===== src/rtl/mul_scheduler_pkg.sv =====
// Shared definitions for the two-requester shift-add multiplier.
// Holds the default operand width, the FSM state encodings and the
// round-robin winner selection used by the scheduler.
package mul_scheduler_pkg;

  localparam int MUL_DEFAULT_WIDTH = 16;

  localparam logic [1:0] ST_IDLE = 2'd0;
  localparam logic [1:0] ST_RUN  = 2'd1;
  localparam logic [1:0] ST_DONE = 2'd2;

  // Returns the index of the requester that wins this arbitration round.
  // A lone requester always wins; with both requesting, the pointer decides.
  function automatic logic pickWinner(input logic req0, input logic req1, input logic ptr);
    logic win;
    if (req0 && req1) begin
      win = ptr;
    end else if (req1) begin
      win = 1'b1;
    end else begin
      win = 1'b0;
    end
    return win;
  endfunction

endpackage


===== src/rtl/mul_shift_add_core.sv =====
// Sequential signed multiplier datapath (one shift-add iteration per step).
// Ports:
//   Clock, Reset      : clock and synchronous active-high reset
//   iLoad             : capture iA/iB, clear accumulator and iteration count
//   iStep             : perform one iteration at the current count
//   iA, iB            : signed operands, WIDTH bits
//   oLast             : current iteration is the final one (count == ITER-1)
//   oProduct          : sign-corrected product including the current step's
//                       addend, meaningful when iStep and oLast are both high
module mul_shift_add_core
  import mul_scheduler_pkg::*;
#(
  parameter int WIDTH = MUL_DEFAULT_WIDTH,
  parameter int ITER  = WIDTH
) (
  input  logic               Clock,
  input  logic               Reset,
  input  logic               iLoad,
  input  logic               iStep,
  input  logic [WIDTH-1:0]   iA,
  input  logic [WIDTH-1:0]   iB,
  output logic               oLast,
  output logic [2*WIDTH-1:0] oProduct
);

  localparam int PW = 2 * WIDTH;
  localparam int CW = (ITER > 1) ? $clog2(ITER) : 1;

  // Magnitudes carry one extra bit so that |-2^(WIDTH-1)| is representable.
  logic [WIDTH:0]  magAR;
  logic [WIDTH:0]  magBR;
  logic            negR;
  logic [PW-1:0]   accR;
  logic [CW-1:0]   countR;

  logic [WIDTH:0]  extAS;
  logic [WIDTH:0]  extBS;
  logic [WIDTH:0]  magAS;
  logic [WIDTH:0]  magBS;
  logic [WIDTH:0]  shiftedBS;
  logic            bitS;
  logic [PW-1:0]   magAWideS;
  logic [PW-1:0]   addendS;
  logic [PW-1:0]   nextAccS;

  assign extAS = {iA[WIDTH-1], iA};
  assign extBS = {iB[WIDTH-1], iB};

  // Operand magnitudes and the per-iteration accumulator update.
  always_comb begin
    magAS     = extAS;
    magBS     = extBS;
    if (iA[WIDTH-1]) begin
      magAS = -extAS;
    end else begin
      magAS = extAS;
    end
    if (iB[WIDTH-1]) begin
      magBS = -extBS;
    end else begin
      magBS = extBS;
    end
    // Shifting instead of indexing makes counts beyond the multiplier width read as zero.
    shiftedBS = magBR >> countR;
    bitS      = shiftedBS[0];
    magAWideS = {{(PW-WIDTH-1){1'b0}}, magAR};
    addendS   = magAWideS << countR;
    if (bitS) begin
      nextAccS = accR + addendS;
    end else begin
      nextAccS = accR;
    end
  end

  assign oLast    = (countR == CW'(ITER - 1));
  assign oProduct = negR ? -nextAccS : nextAccS;

  // Operand capture, accumulation and iteration counting.
  always_ff @(posedge Clock) begin
    if (Reset) begin
      magAR  <= {(WIDTH+1){1'b0}};
      magBR  <= {(WIDTH+1){1'b0}};
      negR   <= 1'b0;
      accR   <= {PW{1'b0}};
      countR <= {CW{1'b0}};
    end else if (iLoad) begin
      magAR  <= magAS;
      magBR  <= magBS;
      negR   <= iA[WIDTH-1] ^ iB[WIDTH-1];
      accR   <= {PW{1'b0}};
      countR <= {CW{1'b0}};
    end else if (iStep) begin
      accR <= nextAccS;
      if (!oLast) begin
        countR <= countR + CW'(1);
      end
    end
  end

endmodule


===== src/rtl/mul_scheduler.sv =====
// Two-requester front end for the shift-add multiplier.
// Round-robin arbitration in IDLE, ITER iterations in RUN, one DONE cycle.
// Ports:
//   Clock, Reset        : clock and synchronous active-high reset
//   iReq0, iA0, iB0     : requester 0 request and signed operands
//   iReq1, iA1, iB1     : requester 1 request and signed operands
//   oGnt0, oGnt1        : one-cycle grant pulse (first RUN cycle)
//   oDone0, oDone1      : one-cycle completion pulse (the DONE cycle)
//   oResult             : signed 2*WIDTH product of the last operation
//   oResultId           : requester index of the last completed operation
//   oBusy               : state is not IDLE
module mul_scheduler
  import mul_scheduler_pkg::*;
#(
  parameter int WIDTH = MUL_DEFAULT_WIDTH,
  parameter int ITER  = WIDTH
) (
  input  logic               Clock,
  input  logic               Reset,
  input  logic               iReq0,
  input  logic [WIDTH-1:0]   iA0,
  input  logic [WIDTH-1:0]   iB0,
  input  logic               iReq1,
  input  logic [WIDTH-1:0]   iA1,
  input  logic [WIDTH-1:0]   iB1,
  output logic               oGnt0,
  output logic               oGnt1,
  output logic               oDone0,
  output logic               oDone1,
  output logic [2*WIDTH-1:0] oResult,
  output logic               oResultId,
  output logic               oBusy
);

  logic [1:0]         stateR;
  logic [1:0]         nextStateS;
  logic               ptrR;
  logic               winnerR;

  logic               winnerS;
  logic               captureS;
  logic               stepS;
  logic               finishS;
  logic               lastS;
  logic [WIDTH-1:0]   opAS;
  logic [WIDTH-1:0]   opBS;
  logic [2*WIDTH-1:0] productS;

  assign winnerS  = pickWinner(iReq0, iReq1, ptrR);
  assign captureS = (stateR == ST_IDLE) && (iReq0 || iReq1);
  assign stepS    = (stateR == ST_RUN);
  assign finishS  = stepS && lastS;
  assign opAS     = winnerS ? iA1 : iA0;
  assign opBS     = winnerS ? iB1 : iB0;
  assign oBusy    = (stateR != ST_IDLE);

  mul_shift_add_core #(
    .WIDTH (WIDTH),
    .ITER  (ITER)
  ) uCore (
    .Clock    (Clock),
    .Reset    (Reset),
    .iLoad    (captureS),
    .iStep    (stepS),
    .iA       (opAS),
    .iB       (opBS),
    .oLast    (lastS),
    .oProduct (productS)
  );

  // Next-state selection for the IDLE/RUN/DONE sequence.
  always_comb begin
    nextStateS = stateR;
    case (stateR)
      ST_IDLE: begin
        if (captureS) begin
          nextStateS = ST_RUN;
        end else begin
          nextStateS = ST_IDLE;
        end
      end
      ST_RUN: begin
        if (lastS) begin
          nextStateS = ST_DONE;
        end else begin
          nextStateS = ST_RUN;
        end
      end
      ST_DONE: nextStateS = ST_IDLE;
      default: nextStateS = ST_IDLE;
    endcase
  end

  // State, winner and round-robin pointer registers.
  always_ff @(posedge Clock) begin
    if (Reset) begin
      stateR  <= ST_IDLE;
      ptrR    <= 1'b0;
      winnerR <= 1'b0;
    end else begin
      stateR <= nextStateS;
      if (captureS) begin
        winnerR <= winnerS;
        // The loser gets priority next time, even when it was not requesting.
        ptrR    <= ~winnerS;
      end
    end
  end

  // Registered grant/done pulses and the held result.
  always_ff @(posedge Clock) begin
    if (Reset) begin
      oGnt0     <= 1'b0;
      oGnt1     <= 1'b0;
      oDone0    <= 1'b0;
      oDone1    <= 1'b0;
      oResult   <= {(2*WIDTH){1'b0}};
      oResultId <= 1'b0;
    end else begin
      oGnt0  <= captureS && !winnerS;
      oGnt1  <= captureS && winnerS;
      oDone0 <= finishS && !winnerR;
      oDone1 <= finishS && winnerR;
      if (finishS) begin
        oResult   <= productS;
        oResultId <= winnerR;
      end
    end
  end

endmodule


===== config.mk =====
export PLATFORM = sky130hd
export DESIGN_NAME = mul_scheduler
export DESIGN_NICKNAME = d
export VERILOG_FILES = /design/src/rtl/mul_scheduler_pkg.sv /design/src/rtl/mul_shift_add_core.sv /design/src/rtl/mul_scheduler.sv
export SDC_FILE = /design/constraint.sdc
export NUM_CORES = 1
export LEC_CHECK = 0
export BUFFER_PORTS_ARGS = -buffer_cell sky130_fd_sc_hd__buf_2
export CAP_MARGIN = 20
export CORE_MARGIN = 10
export CORE_UTILIZATION = 45
export DETAILED_ROUTE_END_ITERATION = 7
export HOLD_SLACK_MARGIN = 0.05
export SYNTH_ARGS = -nofsm -noshare
export SYNTH_HDL_FRONTEND = slang
export SYNTH_SLANG_ARGS = --single-unit

===== constraint.sdc =====
create_clock -name Clock -period 11.32 [get_ports Clock]
set_clock_uncertainty 0.05 [all_clocks]
set_input_delay 1.132 -clock Clock [delete_from_list [all_inputs] [get_ports Clock]]
set_output_delay 1.132 -clock Clock [all_outputs]
set_load 0.005 [all_outputs]

==> flow_summary.ini, run 1 <==
[cells_and_area]
postLayoutCoreUtil = 0.506
diodes = 0
drive_above_1_share = 0.152
fillers = 1838
synthToLayoutAreaGrowth_pct = 10.4
nets = 1279

[sta]
maxSlewViolCount = 0
setup_ws_ns = 5.62
hold_violations = 0
rsz0062_at_grt = false
tightestPinTransition_ns = 0.980
hold_ws_ns = 0.392
fmax_ghz = 0.176
max_slew_margin = 0.346
finalSetupViolCount = 0
period_share = 0.503
tns_ns = 0
period_needed_ns = 5.70

[power]
power.total_mw = 1.10
p_leak_nw = 3.87
vdd_drop_max_uv = 53.1
powerDensity_nw_per_um2 = 115

[grt]
grt_pass1_wl_um = 39700
grt_usage = 0.193
overflow = 0
grt_pass1_vias = 7696
antenna_found_initial = 0
grt_max_degree = 52

[synth]
synth-xor-area-share = 0.0642
synth_nets = 1226
syn-cell-area_um2 = 8600
yosysMostFrequentCell = nand2_1
synth_seq_cells = 111
yosysWarnings = 0
synth_edf_count = 0
yosys.area_share.simple = 0.230
syn_inst = 1122
synth.distinct_cells = 82
yosysTopAreaCellShare = 0.258
synth_compound_area_frac = 0.243
synthTopCellsByArea = dfxtp_1 (26%), mux2i_1 (6.9%), nand2_1 (6.6%)
synthFlopType = dfxtp_1
synth_mux_area_frac = 0.108
synth_adder_area_share = 0.0532
synth_area_leader_cell = dfxtp_1
avgSynthCellArea_um2 = 7.67
async_flop_share = 0
synthTopCellsByCount = nand2_1 (152), dfxtp_1 (111), nor2_1 (111)
synth_top_family_by_area = compound AO/OA/AOI/OAI gates
synth_seq_area_share = 0.258

[floorplanning]
dieArea_um2 = 25000
initial_core_util = 0.458
ioPinCount = 106
coreArea_um2 = 18800
rows = 50
dieWidth_um = 158
die_h_um = 158

[worst_setup_path]
worst-r2r-cell-count = 16
reg2reg_to = oResult[31]
path_cells = mux2_2 -> o21ai_0 -> mux2_2 -> nor2_1 -> ha_1 -> nand3_1 -> nor3_1 -> a22oi_2 -> a211o_1 -> a2111oi_2 -> nor2_1 -> a221oi_2 -> nand4_1 -> or4_1 -> and3_4 -> o31ai_2
endpoint = oResult[31]
worstSetupPathType = flop to flop
startpoint = uCore.countR[1]
start_kind = flop
critPathRequiredTime_ns = 11.56
rrSetupSlack_ns = 5.62
crit_family = compound AO/OA/AOI/OAI gates
arrival_ns = 5.93
slowest_delay_ns = 0.97
crit_path_top_delay_cell = dfxtp_1
worst-path-stages = 16
regToRegStartpoint = uCore.countR[1]
end_kind = flop
critical_path.max_fanout = 27
worst-path-buf-inv = 0

[routing]
wl_um = 24300
drt-vias-per-instance = 5.67
remaining_drc_errors = 0
dr_total_vias = 8024
drt_pre_antenna_iters = 5
drt_iter0_drc = 658
wl_per_cell_um = 17.2
antenna_left = 0

[cts]
root_buffer = clkbuf_16
clkTransAtPathRegs_ns = 0.08
post_cts_buffers = 0
clkSinkCount = 111
cts_resized = 0
cts_max_level = 3
hold_buffers = 0
clock_path_buffers = 2
worstSkewPairLatency_ns = 0.37
cts_inserted_buffers = 9
cts_tree = done

[hold_path]
min_from = oResult[27]
hp-class = flop to flop

[placed_design]
hpwl_um = 19000
place_congestion = 0.909
port_buffers = 105
place_ws_ns = 5.58

[job]
cap_violations = 0

[status]
outcome = complete, no violations
-- worst register-to-register path: stages (launching register included) --
cell and delay, ns:
dfxtp_1 0.97, mux2_2 0.44, o21ai_0 0.38, mux2_2 0.26, nor2_1 0.06, ha_1 0.48
nand3_1 0.18, nor3_1 0.27, a22oi_2 0.13, a211o_1 0.39, a2111oi_2 0.44, nor2_1 0.12
a221oi_2 0.36, nand4_1 0.19, or4_1 0.53, and3_4 0.21, o31ai_2 0.16
-- state kept, by name, indices dropped and copies added (netlist names) --
name / flops
ptrR: 1
oResultId: 1
uCore.countR: 4
winnerR: 1
uCore.magBR: 16
uCore.magAR: 17
oGnt0: 1
oDone0: 1
stateR: 2
oGnt1: 1
uCore.negR: 1
oDone1: 1
uCore.accR: 32
oResult: 32
-- layout make-up --
cell class              count  area [µm²]  share of cell area
repair buffers            115         608              0.0640
multi-input cells         922        6020               0.634
flip-flops and latches    111        2220               0.234
inverters                  16        60.1             0.00632
well taps                 234         293              0.0308
clock buffers              10         229              0.0241
clock inverters             6        68.8             0.00724
-- cell families after synthesis --
group                      after synthesis
xor gates and xnor gates                63
DFF                                    111
AOI/OAI and AO/OA                      325
muxes                                   80
buffers and inverters                   89
adders and majority gates               36
and+or+nand+nor                        418
-- worst min path at each step --
stage	cells after the start	to	slack [ns]
6_report	2	oResult[27]	0.39
5_1_grt	1	oResultId	0.42
4_1_cts	2	oResult[27]	0.40
3_5_place_dp	1	oResultId	0.38
3_3_place_gp	1	oResultId	0.38
2_1_floorplan	1	oDone0	0.36
-- report_power, final --
group	internal, mW	switching, mW	total (mW)
combinational	0.132	0.209	0.341
clock	0.173	0.154	0.327
sequential	0.409	0.0183	0.428
-- cell usage in the layout (no fill, tap or decap), drive strengths merged, types with 12 or more instances in the layout --
cell type,synthesis,layout
a21oi,105,105
nor3,28,28
o211ai,13,13
xor2,22,22
a21o,12,12
mux2i,61,61
nand4,15,15
dfxtp,111,111
a22o,12,12
buf,22,115
o21ai,79,79
inv,16,17
nor2,113,113
nand2,153,153
mux2,12,12
xnor2,41,41
nand3,26,26
ha,35,35
or3,20,20
a211oi,40,40
and3,13,13
-- metal layers --
| layer | vias to the layer above | track usage | part of all wire |
|---|---|---|---|
| met5 | - | 0 | 0 |
| met4 | 0 | 0.0587 | 0.018 |
| met3 | 27 | 0.0262 | 0.048 |
| met2 | 235 | 0.306 | 0.43 |
| met1 | 3593 | 0.267 | 0.50 |
| li1 | 4169 | - | - |
-- per-stage QoR --
stage | area (µm²) | cells
detailed placement | 9190 | 1397
finish | 9500 | 1414
global route | 9500 | 1414
floorplan | 8600 | 1122
global placement | 9190 | 1397
CTS | 9480 | 1413
(Power assumes the default switching activity.)
==> inputs of run 2 (changes only) <==
--- a/config.mk
+++ b/config.mk
@@ -5,12 +5,14 @@
 export SDC_FILE = /design/constraint.sdc
 export NUM_CORES = 1
 export LEC_CHECK = 0
+export ABC_AREA = 1
 export BUFFER_PORTS_ARGS = -buffer_cell sky130_fd_sc_hd__buf_2
 export CAP_MARGIN = 20
 export CORE_MARGIN = 10
 export CORE_UTILIZATION = 45
 export DETAILED_ROUTE_END_ITERATION = 7
 export HOLD_SLACK_MARGIN = 0.05
+export PLACE_DENSITY = 0.66
 export SYNTH_ARGS = -nofsm -noshare
 export SYNTH_HDL_FRONTEND = slang
 export SYNTH_SLANG_ARGS = --single-unit
==> constraint.sdc (replaced) <==
create_clock -name Clock -period 4.6 [get_ports Clock]
set_clock_uncertainty 0.05 [all_clocks]
set_input_delay 0.46 -clock Clock [delete_from_list [all_inputs] [get_ports Clock]]
set_output_delay 0.46 -clock Clock [all_outputs]
set_load 0.005 [all_outputs]
==> flow_summary.ini, run 2 <==
[cells_and_area]
diodes = 0
drive_above_1_share = 0.126
final_cell_mix = nand2_1 (562), inv_1 (262), o21ai_0 (138)
instances_no_fill = 2062
layout_commonest_cell = nand2_1
reg_top3 = oResult x32, uCore.accR x32, uCore.magAR x17
synthToLayoutAreaGrowth_pct = 10.3
nets = 1886

[grt]
overflow = 0
grt_pass1_wl_um = 48900
busiest_layer = met2
use_met2 = 0.372
grt_usage = 0.207
grt_pass1_vias = 9924
grt_use_met3 = 0.0316
grt_max_degree = 41
antenna_found_initial = 0
use_met1 = 0.246

[routing]
remaining_drc_errors = 0
drt_pre_antenna_iters = 5
antenna_left = 0
dr_total_vias = 10500
wl_um = 30200
drt_iter0_drc = 648
wl_per_cell_um = 14.6
drt-vias-per-instance = 5.08

[cts]
cts_inserted_buffers = 9
cts_max_level = 3
cts_tree = done
clkSinkCount = 111
clock_path_buffers = 2
post_cts_buffers = 0
root_buffer = clkbuf_16
worstSkewPairLatency_ns = 0.36
clkTransAtPathRegs_ns = 0.09

[sta]
period_needed_ns = 4.15
rsz0062_at_grt = false
max_slew_margin = 0.299
finalSetupViolCount = 0
fmax_ghz = 0.241
setup_ws_ns = 0.450
hold_violations = 0
period_share = 0.902
tns_ns = 0
tightestPinTransition_ns = 1.05
maxSlewViolCount = 0
hold_ws_ns = 0.368

[worst_setup_path]
startpoint = uCore.countR[0]
end_kind = flop
start_kind = flop
arrival_ns = 4.35
regToRegStartpoint = uCore.countR[0]
critPathRequiredTime_ns = 4.80
worstSetupPathType = flop to flop
critical_path.max_fanout = 34

[floorplanning]
ioPinCount = 106
dieWidth_um = 168
coreArea_um2 = 21200
rows = 53
initial_core_util = 0.462
dieArea_um2 = 28100
die_h_um = 168

[placed_design]
place_inst = 2046
hpwl_um = 24700
place_ws_ns = 0.512
place_congestion = 1.01
port_buffers = 105

[power]
powerDensity_nw_per_um2 = 270
sw_frac_of_total = 0.388
p_leak_nw = 5.85
power.total_mw = 2.92
combPwrFrac = 0.353
vdd_drop_max_uv = 168
clock_power_share = 0.288
pwr-share-seq = 0.358
p_int_mw = 1.78
p_switching_mw = 1.13

[synth]
synth.distinct_cells = 49
yosysWarnings = 0
synth_seq_cells = 111
synth_nets = 1812
synth_area_leader_cell = dfxtp_1
synth_seq_area_share = 0.227
synth_edf_count = 0
syn-cell-area_um2 = 9790
synthFlopType = dfxtp_1
avgSynthCellArea_um2 = 5.73
yosysMostFrequentCell = nand2_1
synthTopCellsByCount = nand2_1 (562), inv_1 (262), nor2_1 (138), o21ai_0 (138), nand3_1 (113)
syn_inst = 1708
synthTopCellsByArea = dfxtp_1 (23%), nand2_1 (22%), inv_1 (10%)
yosysTopAreaCellShare = 0.227
async_flop_share = 0

[hold_path]
min_from = winnerR
hp-class = flop to flop

[status]
outcome = complete, no violations

[job]
cap_violations = 0
run 2: cell types whose count changed after synthesis, moves of 19 or more:
cell / previous run / this run
mux2i_1: 59 / 15
a211oi_1: 38 / 0
nand3_1: 25 / 113
inv_1: 16 / 262
or2_2: 2 / 21
xnor2_1: 41 / 3
a21oi_1: 104 / 71
nand2_1: 152 / 562
o21ai_0: 69 / 138
nor2_1: 111 / 138
or3_1: 20 / 0
run 2: cell type report:
| type | instances | area [µm²] |
|---|---|---|
| Tap cell | 275 | 344 |
| Multi-Input combinational cell | 1262 | 6240 |
| Sequential cell | 111 | 2220 |
| Inverter | 279 | 1060 |
| Timing Repair Buffer | 119 | 631 |
| Clock buffer | 9 | 225 |
| Fill cell | 2323 | 10400 |
| Clock inverter | 7 | 87.6 |
run 2: path summary, 6_finish.rpt:
check	end	slack (ns)	depth (start not counted)
setup reg to reg	oResult[28]	0.45	23
hold / removal	oDone0	0.37	1
setup / recovery	oResult[28]	0.45	23
hold reg to reg	oDone0	0.37	1
run 2: through the flow:
step | instance area [µm²] | util
final | 10800 | 0.509
after global placement | 10500 | 0.494
after CTS | 10800 | 0.509
after detailed placement | 10500 | 0.494
after global routing | 10800 | 0.509
after floorplan | 9790 | -
run 2: cells by family after synthesis:
kind of cell,after synthesis,share of synthesized area
muxes,15,0.0153
adders and majority gates,36,0.0468
and+or+nand+nor,911,0.397
AOI/OAI and AO/OA,288,0.166
xor gates and xnor gates,12,0.0107
DFF,111,0.227
buffers and inverters,335,0.137
run 2: what timing repair did:
action | in CTS | in global routing
hold buffers | 0 | 0
setup endpoints to repair | 0 | 2
resized for setup | 0 | 1
run 2: worst max-delay path, stage by stage, from the launching register on:
cell	delay, ns
dfxtp_1	0.33
buf_4	0.28
o21ai_0	0.17
mux2i_1	0.14
inv_1	0.07
o21ai_0	0.32
mux2i_1	0.18
ha_1	0.42
nand2_1	0.13
nor2_1	0.32
and2_1	0.20
nand2_1	0.07
nand2_1	0.12
nand2_1	0.06
nand3_1	0.11
nand2_1	0.12
nor2_1	0.17
nand2_1	0.07
nor2_1	0.08
nand2_1	0.11
o21ai_4	0.24
nand3_1	0.10
nand3_1	0.10
nand2_1	0.06
run 2: routing by layer:
layer | vias to the layer above | share of wire
met1 | 4618 | 0.44
met4 | 0 | 0.029
met2 | 250 | 0.49
met3 | 42 | 0.040
li1 | 5562 | -
met5 | - | 0
run 2: power groups by stage:
stage | Sequential, mW | Clock [mW] | Combinational, mW
CTS | 1.04 | 0.861 | 1.03
global route | 1.05 | 0.894 | 1.18
floorplan | 1.06 | 0 | 0.801
global placement | 1.07 | 0 | 1.02
detailed placement | 1.07 | 0 | 1.03
finish | 1.04 | 0.840 | 1.03
==> inputs of run 3 (changes only) <==
--- a/config.mk
+++ b/config.mk
@@ -12,7 +12,7 @@
 export CORE_UTILIZATION = 45
 export DETAILED_ROUTE_END_ITERATION = 7
 export HOLD_SLACK_MARGIN = 0.05
-export PLACE_DENSITY = 0.66
+export SLEW_MARGIN = 20
 export SYNTH_ARGS = -nofsm -noshare
 export SYNTH_HDL_FRONTEND = slang
 export SYNTH_SLANG_ARGS = --single-unit
==> constraint.sdc (replaced) <==
create_clock -name Clock -period 4.8 [get_ports Clock]
set_clock_uncertainty 0.05 [all_clocks]
set_input_delay 0.48 -clock Clock [delete_from_list [all_inputs] [get_ports Clock]]
set_output_delay 0.48 -clock Clock [all_outputs]
set_load 0.005 [all_outputs]
==> flow_summary.ini, run 3 (synthesized netlist as in run 2, its figures left out) <==
[status]
outcome = complete, no violations

[sta]
hold_violations = 0
rsz0062_at_grt = false
fmax_ghz = 0.239
tightestPinTransition_ns = 0.782
maxSlewViolCount = 0
period_share = 0.872
tns_ns = 0
max_slew_margin = 0.475
period_needed_ns = 4.19
finalSetupViolCount = 0

[cts]
post_cts_buffers = 0
clock_path_buffers = 2
cts_resized = 0
hold_buffers = 0
clkSinkCount = 111
clkTransAtPathRegs_ns = 0.09
root_buffer = clkbuf_16
cts_inserted_buffers = 9
cts_max_level = 3
worstSkewPairLatency_ns = 0.37
cts_tree = done

[cells_and_area]
drive_above_1_share = 0.126
final_cell_mix = nand2_1 (562), inv_1 (262), o21ai_0 (138)
diodes = 0
nets = 1885
synthToLayoutAreaGrowth_pct = 10.2
layout_commonest_cell = nand2_1
reg_top3 = oResult x32, uCore.accR x32, uCore.magAR x17

[worst_setup_path]
start_kind = flop
worstSetupPathType = flop to flop
crit_family = simple AND/OR/NAND/NOR gates
critPathRequiredTime_ns = 5.01
worst-path-buf-inv = 2
slowest_delay_ns = 0.43
crit_path_top_delay_cell = ha_1
path_cells = clkinv_1 -> o21ai_0 -> inv_1 -> nand2_1 -> o21ai_0 -> nand2_1 -> o21ai_0 -> ha_1 -> nand2_1 -> nor2_1 -> and2_1 -> nand2_1 -> nand2_1 -> nand2_1 -> nand3_1 -> nand2_1 -> nor2_1 -> nand2_1 -> nor2_1 -> nand2_1 -> o21ai_4 -> nand3_1 -> nand3_1 -> nand2_1
end_kind = flop
arrival_ns = 4.39
critical_path.max_fanout = 19
cp_common_cell = nand2_1
rrSetupSlack_ns = 0.61

[floorplanning]
rows = 53
dieWidth_um = 168
initial_core_util = 0.462
dieArea_um2 = 28100
coreArea_um2 = 21200
ioPinCount = 106
die_h_um = 168

[grt]
grt_pass1_vias = 9902
grt_usage = 0.215
grt_pass1_wl_um = 50200
antenna_found_initial = 0
grt_max_degree = 41
overflow = 0

[routing]
drt_pre_antenna_iters = 5
dr_total_vias = 10400
drt-vias-per-instance = 5.07
wl_um = 31400
wl_per_cell_um = 15.2
drt_iter0_drc = 645
antenna_left = 0
remaining_drc_errors = 0

[placed_design]
port_buffers = 105
place_congestion = 0.961
hpwl_um = 25700

[power]
vdd_drop_max_uv = 145
power.total_mw = 2.77
p_leak_nw = 5.84
powerDensity_nw_per_um2 = 256

[hold_path]
hp-class = flop to flop

[job]
cap_violations = 0
## run 3: where the power goes
| group | switching (mW) | total (mW) | internal, mW |
|---|---|---|---|
| logic | 0.669 | 0.991 | 0.322 |
| registers | 0.0364 | 1.01 | 0.969 |
| clock network | 0.400 | 0.771 | 0.371 |
| total | 1.10 | 2.77 | 1.66 |
## run 3: cell type report
cell class	count	area, µm²
multi-input combinational	1262	6250
tap	275	344
clock inverter	7	72.6
inverter	279	1050
clock buffer	9	225
sequential	111	2220
timing repair buffer	118	623
fill	2363	10400
## run 3: through the flow
stage	area (µm²)	setup WS (ns)	utilization	hold WS [ns]	instances
3_3_place_gp	10500	0.397	0.494	0.349	2045
3_5_place_dp	10500	0.414	0.494	0.356	2045
5_1_grt	10800	0.0497	0.508	0.375	2061
4_1_cts	10800	0.411	0.508	0.361	2061
2_1_floorplan	9790	1.40	-	0.343	1708
6_report	10800	0.613	0.508	0.352	2061
## run 3: final timing paths
| check | startpoint | to | depth (start not counted) |
|---|---|---|---|
| hold / removal | winnerR | oDone0 | 1 |
| setup reg to reg | uCore.countR[1] | oResult[24] | 24 |
| setup / recovery | uCore.countR[1] | oResult[24] | 24 |
| hold reg to reg | winnerR | oDone0 | 1 |
## run 3: worst register-to-register path: stages, from the launching register on
cell and delay [ns]:
dfxtp_1 0.34, clkinv_1 0.37, o21ai_0 0.30, inv_1 0.09, nand2_1 0.06, o21ai_0 0.10
nand2_1 0.08, o21ai_0 0.16, ha_1 0.43, nand2_1 0.13, nor2_1 0.28, and2_1 0.20
nand2_1 0.07, nand2_1 0.12, nand2_1 0.08, nand3_1 0.13, nand2_1 0.13, nor2_1 0.18
nand2_1 0.08, nor2_1 0.08, nand2_1 0.12, o21ai_4 0.24, nand3_1 0.10, nand3_1 0.11
nand2_1 0.07
## run 3: metal layers
metal / up-vias / global-route usage / routed length, µm
li1: 5551 / - / -
met1: 4605 / 0.251 / 13800
met2: 238 / 0.391 / 15400
met3: 50 / 0.0260 / 1110
met4: 0 / 0.0825 / 1140
met5: - / 0 / 0
